==> config.mk <==
export PLATFORM = sky130hd
export DESIGN_NAME = tile_scheduler_flat
export DESIGN_NICKNAME = d
export VERILOG_FILES = /design/src/rtl/tile_draw_if.sv /design/src/rtl/tile_scheduler.sv /design/src/flat_wrapper.sv
export SDC_FILE = /design/constraint.sdc
export NUM_CORES = 1
export LEC_CHECK = 0
export CORE_ASPECT_RATIO = 0.75
export CORE_MARGIN = 2
export CORE_UTILIZATION = 51
export CTS_BUF_LIST = sky130_fd_sc_hd__clkbuf_16
export DETAILED_ROUTE_END_ITERATION = 10
export GPL_TIMING_DRIVEN = 0
export PLACE_DENSITY = 0.91
export SETUP_SLACK_MARGIN = 0.3
export SYNTH_ARGS = -nofsm -noshare
export SYNTH_HDL_FRONTEND = slang
export SYNTH_SLANG_ARGS = --single-unit
==> constraint.sdc <==
create_clock -name clk -period 4.5 [get_ports clk]
set_input_delay 0.9 -clock clk [delete_from_list [all_inputs] [get_ports clk]]
set_output_delay 0.9 -clock clk [all_outputs]
set_load 0.05 [all_outputs]
==> src/rtl/tile_draw_if.sv <==
// -----------------------------------------------------------------------------
// tile_draw_if
//   Handshake bundle between the tile scheduler (master) and the tile draw
//   controller (slave).
//
//   x1..x4     tile left-edge x for rows 0 (top) .. 3 (bottom)
//   y1..y4     tile top-edge y for rows 0 .. 3
//   update     one-cycle pulse, a new board is valid and drawing may begin
//   draw_done  one-cycle pulse from the draw controller, board fully drawn
// -----------------------------------------------------------------------------
interface tile_draw_if;
  logic [7:0] x1;
  logic [7:0] x2;
  logic [7:0] x3;
  logic [7:0] x4;
  logic [6:0] y1;
  logic [6:0] y2;
  logic [6:0] y3;
  logic [6:0] y4;
  logic       update;
  logic       draw_done;

  modport master (
    output x1, x2, x3, x4,
    output y1, y2, y3, y4,
    output update,
    input  draw_done
  );

  modport slave (
    input  x1, x2, x3, x4,
    input  y1, y2, y3, y4,
    input  update,
    output draw_done
  );
endinterface

==> src/rtl/tile_scheduler.sv <==
// -----------------------------------------------------------------------------
// tile_scheduler
//   Game-logic stage of the piano-tiles design. Keeps four tiles, one per
//   30-pixel row, each in one of four 40-pixel lanes. Judges key presses
//   against the bottom tile, scrolls the board on each correct press, and
//   hands the board to the draw controller through tile_draw_if.
//
//   clk        system clock
//   reset      synchronous, active-high reset
//   start      level, starts a game from IDLE or OVER
//   key[3:0]   level, one bit per lane (lane 0 leftmost), already synchronised
//   draw       tile_draw_if master: x1..x4, y1..y4, update out; draw_done in
//   score      correct presses, saturating at 255
//   game_over  high while the game is over
// -----------------------------------------------------------------------------
module tile_scheduler #(
  parameter int unsigned FRAME_DIV      = 833334,
  parameter int unsigned TIMEOUT_FRAMES = 90,
  parameter logic [7:0]  LFSR_SEED      = 8'h01
) (
  input  logic        clk,
  input  logic        reset,
  input  logic        start,
  input  logic [3:0]  key,
  tile_draw_if.master draw,
  output logic [7:0]  score,
  output logic        game_over
);

  localparam int unsigned FW = (FRAME_DIV > 1) ? $clog2(FRAME_DIV) : 1;
  localparam int unsigned TW = (TIMEOUT_FRAMES > 0) ? $clog2(TIMEOUT_FRAMES + 1) : 1;
  localparam logic [FW-1:0] FRAME_LAST    = FW'(FRAME_DIV - 1);
  localparam logic [TW-1:0] TIMEOUT_LIMIT = TW'(TIMEOUT_FRAMES);
  // An all-zero LFSR would lock up, so a zero seed is replaced.
  localparam logic [7:0]    SEED          = (LFSR_SEED == 8'h00) ? 8'h01 : LFSR_SEED;

  typedef enum logic [2:0] {
    S_IDLE,
    S_FILL,
    S_PUBLISH,
    S_WAIT_DRAW,
    S_PLAY,
    S_SHIFT,
    S_OVER
  } state_t;

  state_t          state_q, state_d;
  // lane_q[0] is the top row, lane_q[3] the bottom row being judged.
  logic [3:0][1:0] lane_q, lane_d;
  logic [7:0]      lfsr_q, lfsr_d;
  logic [1:0]      fill_cnt_q, fill_cnt_d;
  logic [FW-1:0]   frame_q, frame_d;
  logic [TW-1:0]   timeout_q, timeout_d;
  logic [7:0]      score_q, score_d;
  logic [3:0]      key_q;

  logic [3:0]      press;
  logic [7:0]      lfsr_next;
  logic            consume;
  logic            frame_tick;
  logic            press_ok;

  function automatic logic [7:0] lane_to_x(input logic [1:0] lane);
    logic [7:0] x;
    case (lane)
      2'd0:    x = 8'd0;
      2'd1:    x = 8'd40;
      2'd2:    x = 8'd80;
      default: x = 8'd120;
    endcase
    return x;
  endfunction

  // State register and all datapath flops; key_q tracks key every cycle so
  // only rising edges count as presses.
  always_ff @(posedge clk) begin
    if (reset) begin
      state_q    <= S_IDLE;
      lane_q     <= '0;
      lfsr_q     <= SEED;
      fill_cnt_q <= '0;
      frame_q    <= '0;
      timeout_q  <= '0;
      score_q    <= '0;
      key_q      <= '0;
    end else begin
      state_q    <= state_d;
      lane_q     <= lane_d;
      lfsr_q     <= lfsr_d;
      fill_cnt_q <= fill_cnt_d;
      frame_q    <= frame_d;
      timeout_q  <= timeout_d;
      score_q    <= score_d;
      key_q      <= key;
    end
  end

  // Next-state logic. A lane is consumed once per FILL cycle and once in
  // SHIFT; the LFSR steps only then, so its sequence is independent of how
  // long the player takes and carries on across games.
  always_comb begin
    state_d    = state_q;
    lane_d     = lane_q;
    lfsr_d     = lfsr_q;
    fill_cnt_d = fill_cnt_q;
    frame_d    = frame_q;
    timeout_d  = timeout_q;
    score_d    = score_q;
    consume    = 1'b0;

    press      = key & ~key_q;
    lfsr_next  = {lfsr_q[6:0], lfsr_q[7] ^ lfsr_q[5] ^ lfsr_q[4] ^ lfsr_q[3]};
    frame_tick = (state_q == S_PLAY) && (frame_q == FRAME_LAST);
    press_ok   = $onehot(press) && (press == (4'b0001 << lane_q[3]));

    case (state_q)
      S_IDLE: begin
        score_d    = '0;
        frame_d    = '0;
        timeout_d  = '0;
        fill_cnt_d = '0;
        if (start) begin
          state_d = S_FILL;
        end
      end

      S_FILL: begin
        consume    = 1'b1;
        fill_cnt_d = fill_cnt_q + 2'd1;
        if (fill_cnt_q == 2'd3) begin
          state_d = S_PUBLISH;
        end
      end

      S_PUBLISH: begin
        state_d = S_WAIT_DRAW;
      end

      S_WAIT_DRAW: begin
        if (draw.draw_done) begin
          state_d = S_PLAY;
        end
      end

      // A correct press is checked before the timeout so that it wins
      // when both happen in the same cycle.
      S_PLAY: begin
        if (frame_tick) begin
          frame_d   = '0;
          timeout_d = timeout_q + TW'(1);
        end else begin
          frame_d   = frame_q + FW'(1);
        end

        if (press != 4'b0000) begin
          if (press_ok) begin
            score_d   = (score_q == 8'hFF) ? score_q : score_q + 8'd1;
            timeout_d = '0;
            state_d   = S_SHIFT;
          end else begin
            state_d   = S_OVER;
          end
        end else if (frame_tick && (timeout_q + TW'(1) == TIMEOUT_LIMIT)) begin
          state_d = S_OVER;
        end
      end

      S_SHIFT: begin
        consume = 1'b1;
        state_d = S_PUBLISH;
      end

      // Restarting from OVER performs the IDLE entry clearing on the same
      // edge that moves into FILL.
      S_OVER: begin
        if (start) begin
          score_d    = '0;
          frame_d    = '0;
          timeout_d  = '0;
          fill_cnt_d = '0;
          state_d    = S_FILL;
        end
      end

      default: begin
        state_d = S_IDLE;
      end
    endcase

    if (consume) begin
      lfsr_d = lfsr_next;
      lane_d = {lane_q[2:0], lfsr_next[1:0]};
    end
  end

  // Coordinates decode straight from the lane flops, so they only move
  // when lanes are consumed in FILL or SHIFT.
  always_comb begin
    draw.x1     = lane_to_x(lane_q[0]);
    draw.x2     = lane_to_x(lane_q[1]);
    draw.x3     = lane_to_x(lane_q[2]);
    draw.x4     = lane_to_x(lane_q[3]);
    draw.y1     = 7'd0;
    draw.y2     = 7'd30;
    draw.y3     = 7'd60;
    draw.y4     = 7'd90;
    draw.update = (state_q == S_PUBLISH);
    score       = score_q;
    game_over   = (state_q == S_OVER);
  end

endmodule

==> src/flat_wrapper.sv <==
// flat-port wrapper written by rule: the top's interface ports become plain ports
module tile_scheduler_flat 
#(
  parameter int unsigned FRAME_DIV      = 833334,
  parameter int unsigned TIMEOUT_FRAMES = 90,
  parameter logic [7:0]  LFSR_SEED      = 8'h01
)
  (clk, reset, start, key, score, game_over, draw_x1, draw_x2, draw_x3, draw_x4, draw_y1, draw_y2, draw_y3, draw_y4, draw_update, draw_draw_done);
  tile_draw_if draw_i ();
  input  logic clk;
  input  logic reset;
  input  logic start;
  input  logic [3:0] key;
  output logic [7:0] score;
  output logic game_over;
  output wire logic [$bits(draw_i.x1)-1:0] draw_x1;
  output wire logic [$bits(draw_i.x2)-1:0] draw_x2;
  output wire logic [$bits(draw_i.x3)-1:0] draw_x3;
  output wire logic [$bits(draw_i.x4)-1:0] draw_x4;
  output wire logic [$bits(draw_i.y1)-1:0] draw_y1;
  output wire logic [$bits(draw_i.y2)-1:0] draw_y2;
  output wire logic [$bits(draw_i.y3)-1:0] draw_y3;
  output wire logic [$bits(draw_i.y4)-1:0] draw_y4;
  output wire logic [$bits(draw_i.update)-1:0] draw_update;
  input wire logic [$bits(draw_i.draw_done)-1:0] draw_draw_done;
  assign draw_x1 = draw_i.x1;
  assign draw_x2 = draw_i.x2;
  assign draw_x3 = draw_i.x3;
  assign draw_x4 = draw_i.x4;
  assign draw_y1 = draw_i.y1;
  assign draw_y2 = draw_i.y2;
  assign draw_y3 = draw_i.y3;
  assign draw_y4 = draw_i.y4;
  assign draw_update = draw_i.update;
  assign draw_i.draw_done = draw_draw_done;
  tile_scheduler #(.FRAME_DIV(FRAME_DIV), .TIMEOUT_FRAMES(TIMEOUT_FRAMES), .LFSR_SEED(LFSR_SEED)) u_core (.clk(clk), .reset(reset), .start(start), .key(key), .draw(draw_i), .score(score), .game_over(game_over));
endmodule
### Word-level counts from Yosys, hierarchy flattened

Index checks and enable logic that the tools add are counted.

| word-level totals | value |
|---|---|
| word-level logic and storage cells | 96 |
| input port bits | 8 |
| flip-flop bits (word level) | 60 |
| output and inout port bits | 70 |

| cells by class | value |
|---|---|
| add/sub/neg operators | 7 |
| bitwise logic cells | 5 |
| shift-type cells | 1 |
| equality and inequality tests | 28 |
| reductions and logical operators | 17 |
| mux-type cells | 27 |

Operators with widths:

| kind | count |
|---|---|
| 7-bit one-hot mux with 3 select lines | 5 |
| 20-bit one-hot mux with 3 select lines | 1 |
| 20-bit two-way mux | 2 |
| 8-bit two-way mux | 4 |
| 7-bit two-way mux | 4 |
| 8-bit one-hot mux with 3 select lines | 1 |
| 20-bit by 1-bit adder with 20-bit output (second input constant) | 1 |
| 20-bit equality test (second input constant) | 1 |
| 3-bit one-hot mux with 6 select lines | 1 |
| 3-bit two-way mux | 5 |
| 2-bit equality test (second input constant) | 5 |
| 3-bit equality test (second input constant) | 3 |
| 8-bit by 1-bit adder with 8-bit output (second input constant) | 1 |
| 2-bit by 1-bit equality test with 1-bit output (second input constant) | 4 |
| 8-bit equality test (second input constant) | 1 |
| 2-bit logical NOT | 4 |
| 2-bit inequality test (second input constant) | 4 |
| 7-bit by 1-bit adder with 7-bit output (second input constant) | 1 |
| 7-bit equality test (second input constant) | 1 |
| 3-bit by 1-bit equality test with 1-bit output (second input constant) | 2 |
| 3-bit by 2-bit equality test with 1-bit output (second input constant) | 2 |
| 2-bit by 1-bit inequality test with 1-bit output (second input constant) | 3 |
| 2-bit one-hot mux with 3 select lines | 1 |
| 3-bit nonzero test | 2 |
| 18 further kinds | 26 |

### Logic depth before layout (Yosys ltp)

| logic depth | value |
|---|---|
| word-level depth | 9 |
| gate-level depth with buffers | 12 |
| depth with buffers taken out | 11 |

### Least setup slack after synthesis

Ideal clock, no wire load.

| timing | value |
|---|---|
| path kind | input-to-reg |
| from | input key[3] |
| to | register u_core.score_q[5] (netlist: u_core.score[5]) |
| arrival time | 3.448 ns |
| setup slack | 0.928 ns |
| stages on the path | 12 |
| required time | 4.377 ns |
| cell sequence | nor2b_1 > inv_1 > ha_1 > ha_1 > fa_1 > nor2_1 > and3_1 > nand4_2 > o31a_1 > buf_6 > nor4_2 > mux2_1 |

| between the ends | value |
|---|---|
| longest elaborated chain between the ends | 7 |
| elaborated cells between the ends (all ways) | 10 |
| classes of those cells | add/sub: 2; eq/ne: 4; bitwise: 1; reduce/logical: 3 |

Ends and longest elaborated chain:

| item | line | RTL |
|---|---|---|
| start: declaration | flat_wrapper.sv:13 | `input logic [3:0] key;` |
| 4-bit bitwise AND (*) | tile_scheduler.sv:111 | `press = key & ~key_q;` |
| 1-bit by 1-bit adder with 2-bit output (implied by the code) | tile_scheduler.sv:114 | `press_ok = $onehot(press) && (press == (4'b0001 << lane_q[3]));` |
| 3-bit adder (implied by the code) | tile_scheduler.sv:114 |  |
| 3-bit by 1-bit equality test with 1-bit output | tile_scheduler.sv:114 |  |
| 1-bit logical AND | tile_scheduler.sv:114 |  |
| 2-bit by 1-bit inequality test with 1-bit output (no source line) | n/a |  |
| 5-bit AND reduction (no source line) (*) | n/a |  |
| end signal: assignment | tile_scheduler.sv:93 | `score_q <= score_d;` |
| end: declaration | tile_scheduler.sv:54 | `logic [7:0] score_q, score_d;` |

Mark *: on every way between the ends. The rest lies on a longest branch, timed or not.
A chain may end at the register's enable or synchronous reset.

### Final worst setup path

Ends and elaborated chain as after synthesis.

==> flow_summary_export.csv <==
group,metric,value,unit
clock_network,post_cts_hold_buffer_count,0,
routing,detailed_route_via_count,3086,
layout,nNetsFinal,527,
clock_network,clock_sinks,56,
worst_setup_path,timing.critical_path.to_type,"register",
synthesis,netlist_area,3390,sq um
floorplanning,area_enclosed_by_the_die_boundary,7330,sq um
floorplanning,floorplan.die.height,74.6,um
layout,synthToLayoutAreaGrowth,21.7,%
floorplanning,chipWidth,98.2,um
sta,timing.setup.tns,0,ps
sta,setup_repair_after_global_routing_missed_its_margin,"false",
global_routing,grt_util_all_layers,20.6,%
global_routing,pin_count_of_the_biggest_net_entering_global_routing,18,
clock_network,tritoncts,"yes",
placement,io_buffer_count,33,
clock_network,numCtsBuffers,5,
sta,share_of_the_cycle_needed_by_the_critical_path_after_routing,88.9,%
sta,finalSetupViolations,0,
worst_setup_path,timing.critical_path.from_type,"primary input",
sta,slew_viol_final,0,
placement,placement.cell_area,3980,sq um
power,p_switching,0.000620,W
synthesis,synth_async_sr_flop_share,0,%
sta,slew_headroom,39.0,%
sta,final_period_minus_worst_setup_slack,4000,ps
routing,routed_wire_length_per_instance,13.1,um
layout,final.fill_count,560,
sta,timing_hold_violations_final,0,
sta,clock_skews,8.42,ps
synthesis,synthTopCellsByArea,"sky130_fd_sc_hd__dfxtp_1 (33%), sky130_fd_sc_hd__buf_4 (12%), sky130_fd_sc_hd__nand2_1 (4.8%), sky130_fd_sc_hd__a21oi_1 (4.6%), sky130_fd_sc_hd__nor2_1 (4.4%)",
power,static-leakage-power,1.66,nW
global_routing,grt.met3_usage,3.62,%
placement,gpl.final_weighted_congestion,0.895,
routing,drt-vias-per-instance,5.24,
global_routing,grt-ovfl-total,0,
floorplanning,core_region_area,6380,sq um
worst_setup_path,critPathKind,"in -> reg",
power,power_per_cell_area,371,nW/um^2
layout,num_antenna_cells,0,
sta,fmaxAchievable,0.250,GHz
power,pwr-share-comb,39.5,%
routing,drt.antenna.violating_nets,0,
clock_network,clkLatencyLatePin,290,ps
worst_setup_path,peak_fanout_along_the_critical_path,10,
routing,drtIter0Drc,210,
global_routing,grt_pass1_vias,2730,
sta,worst-slew-pin-transition,915,ps
synthesis,avgSynthCellArea,7.98,sq um
synthesis,synthDominantAreaCellType,"sky130_fd_sc_hd__dfxtp_1",
clock_network,root_buffer,"sky130_fd_sc_hd__clkbuf_16",
power,worst_ir_drop_vdd,0.199,mV
power,clock_power_share,25.2,%
layout,layout_cell_share_with_drive_strength_beyond_1,14.8,%
synthesis,yosysTopAreaCellShare,33.0,%
floorplanning,std_cell_rows,25,
global_routing,grt_pass1_wl,12.3,mm
routing,dr.pass1.iters,5,
clock_network,cts-htree-levels,2,
flow_run,max-cap-violations,0,
floorplanning,ioPinCount,78,
global_routing,groute.layer.met2.usage,36.0,%
power,power.internal,0.000911,W
power,power_frac_seq,35.4,%
synthesis,synthFlopType,"sky130_fd_sc_hd__dfxtp_1",
synthesis,post_synth_most_frequent_cells,"sky130_fd_sc_hd__dfxtp_1 (56), sky130_fd_sc_hd__buf_4 (52), sky130_fd_sc_hd__nand2_1 (43)",
synthesis,post-synth-top-count-cell,"sky130_fd_sc_hd__dfxtp_1",
placement,half_perimeter_wire_length_after_detailed_placement,5.87,mm
global_routing,grt_util_met1,26.8,%
routing,routed_wirelength,7.69,mm
layout,final_design_area_no_fill,4130,sq um
worst_setup_path,crit_required,4680,ps
floorplanning,initial_core_util,53.2,%
clock_network,number_of_buffers_on_the_longest_clock_path,2,
clock_network,cts_setup_buffers,0,
status,run_status,"completed",
power,power.switching_fraction,40.5,%
synthesis,yosys_register_bits,56,
synthesis,ys_types,58,
synthesis,synth-edff-count,0,
synthesis,synthCells,425,
synthesis,ys_warn_count,0,
global_routing,grt_most_used_layer,"met2",
routing,remaining_drc_errors,0,
clock_network,reg_clk_slew_reported_paths,70,ps
global_routing,antenna_found_initial,0,
worst_setup_path,crit_arrival,4180,ps
hold_path,hp-class,"reg -> reg",
synthesis,seq_area_frac_synth,33.0,%
path summary, 6_finish.rpt:
| path | startpoint | endpoint | slack (ps) | cells after the start |
|---|---|---|---|---|
| max | key[3] | u_core.score[5]$_SDFFE_PP0P_ | 500 | 13 |
| min reg2reg | u_core.lfsr_q[6]$_SDFFE_PP0P_ | u_core.lfsr_q[7]$_SDFFE_PP0P_ | 450 | 2 |
| min | u_core.lfsr_q[6]$_SDFFE_PP0P_ | u_core.lfsr_q[7]$_SDFFE_PP0P_ | 450 | 2 |
| max reg2reg | u_core.key_q[3]$_SDFF_PP0_ | u_core.score[5]$_SDFFE_PP0P_ | 1330 | 12 |
sequential cells by signal, indices dropped and copies added (netlist names):
name	count
u_core.frame_q	20
u_core.lfsr_q	8
u_core.score	8
u_core.timeout_q	7
u_core.key_q	4
u_core.lane_q	4
u_core.state_q	3
u_core.fill_cnt_q	2
power groups by stage:
stage / logic [W] / registers (W) / clock network (W)
CTS: 0.000593 / 0.000542 / 0.000388
global placement: 0.000574 / 0.000551 / 0
global route: 0.000641 / 0.000545 / 0.000405
detailed placement: 0.000589 / 0.000553 / 0
finish: 0.000604 / 0.000542 / 0.000385
floorplan: 0.000461 / 0.000549 / 0
critical path, stage by stage:
cell and delay, ps:
sky130_fd_sc_hd__clkdlybuf4s50_1 500, sky130_fd_sc_hd__nor2b_2 240, sky130_fd_sc_hd__inv_1 70, sky130_fd_sc_hd__ha_1 280, sky130_fd_sc_hd__ha_1 210, sky130_fd_sc_hd__fa_1 440, sky130_fd_sc_hd__nor2_1 120, sky130_fd_sc_hd__and3_1 180
sky130_fd_sc_hd__nand4_2 170, sky130_fd_sc_hd__o31a_1 370, sky130_fd_sc_hd__buf_6 160, sky130_fd_sc_hd__nor4_2 220, sky130_fd_sc_hd__mux2_1 340
repair_timing:
item	CTS	global route
endpoints found under the setup margin	0	2
gates resized for setup	0	1
endpoints found under the hold margin	0	0
routing by layer:
| layer | share of wire (%) | wire, um |
|---|---|---|
| met4 | 1.2 | 89 |
| met3 | 8.6 | 658 |
| met2 | 47 | 3620 |
| met5 | 0 | 0 |
| met1 | 43 | 3330 |
kinds of logic (layout without fill, tap and decap cells):
family,count (synthesis),after routing,synth area share (%)
multiplexers,4,4,1.22
adder cells (fa/ha/maj),12,12,4.65
other,2,44,0.221
XOR/XNOR,20,20,5.16
AND/OR/NAND/NOR,163,163,25.3
AO/OA/AOI/OAI,78,78,14.1
buffers and inverters,90,131,16.4
flip-flops,56,56,33.0
cell usage in the layout (no fill, tap or decap), types with 5 or more instances in the layout:
master	n
sky130_fd_sc_hd__conb_1	44
sky130_fd_sc_hd__nor2_1	40
sky130_fd_sc_hd__nand2b_1	7
sky130_fd_sc_hd__ha_1	11
sky130_fd_sc_hd__buf_4	52
sky130_fd_sc_hd__o21ai_0	18
sky130_fd_sc_hd__a21oi_1	31
sky130_fd_sc_hd__nand4_1	10
sky130_fd_sc_hd__nor3_1	7
sky130_fd_sc_hd__xor2_1	17
sky130_fd_sc_hd__clkdlybuf4s50_1	33
sky130_fd_sc_hd__and3_1	7
sky130_fd_sc_hd__clkbuf_16	5
sky130_fd_sc_hd__dfxtp_1	56
sky130_fd_sc_hd__a21o_1	5
sky130_fd_sc_hd__clkbuf_1	14
sky130_fd_sc_hd__nand2_1	43
sky130_fd_sc_hd__inv_1	15
sky130_fd_sc_hd__nor2b_1	6
sky130_fd_sc_hd__nand3_1	8
sky130_fd_sc_hd__buf_2	5
layout make-up:
type,count,area (sq um),share of cell area (%)
plain buffers,76,503,12.2
clock buffers,5,125,3.03
clock inverters,3,20.0,0.485
inverters,14,52.6,1.27
multi-input cells,321,1880,45.4
flip-flops and latches,56,1120,27.1
well taps,81,101,2.45
repair buffers,33,330,8.00
per-stage QoR:
step | worst slack, ps | util [%] | hold slack, ps | power (W) | cells
5_1_grt | 324 | 64.7 | 465 | 0.00159 | 589
6_report | 501 | 64.7 | 455 | 0.00153 | 589
3_5_place_dp | 130 | 62.4 | 446 | 0.00114 | 581
2_1_floorplan | 928 | - | 432 | 0.00101 | 467
4_1_cts | 411 | 64.7 | 456 | 0.00152 | 589
3_3_place_gp | 248 | 62.4 | 437 | 0.00113 | 581
(Power assumes the default switching activity.)
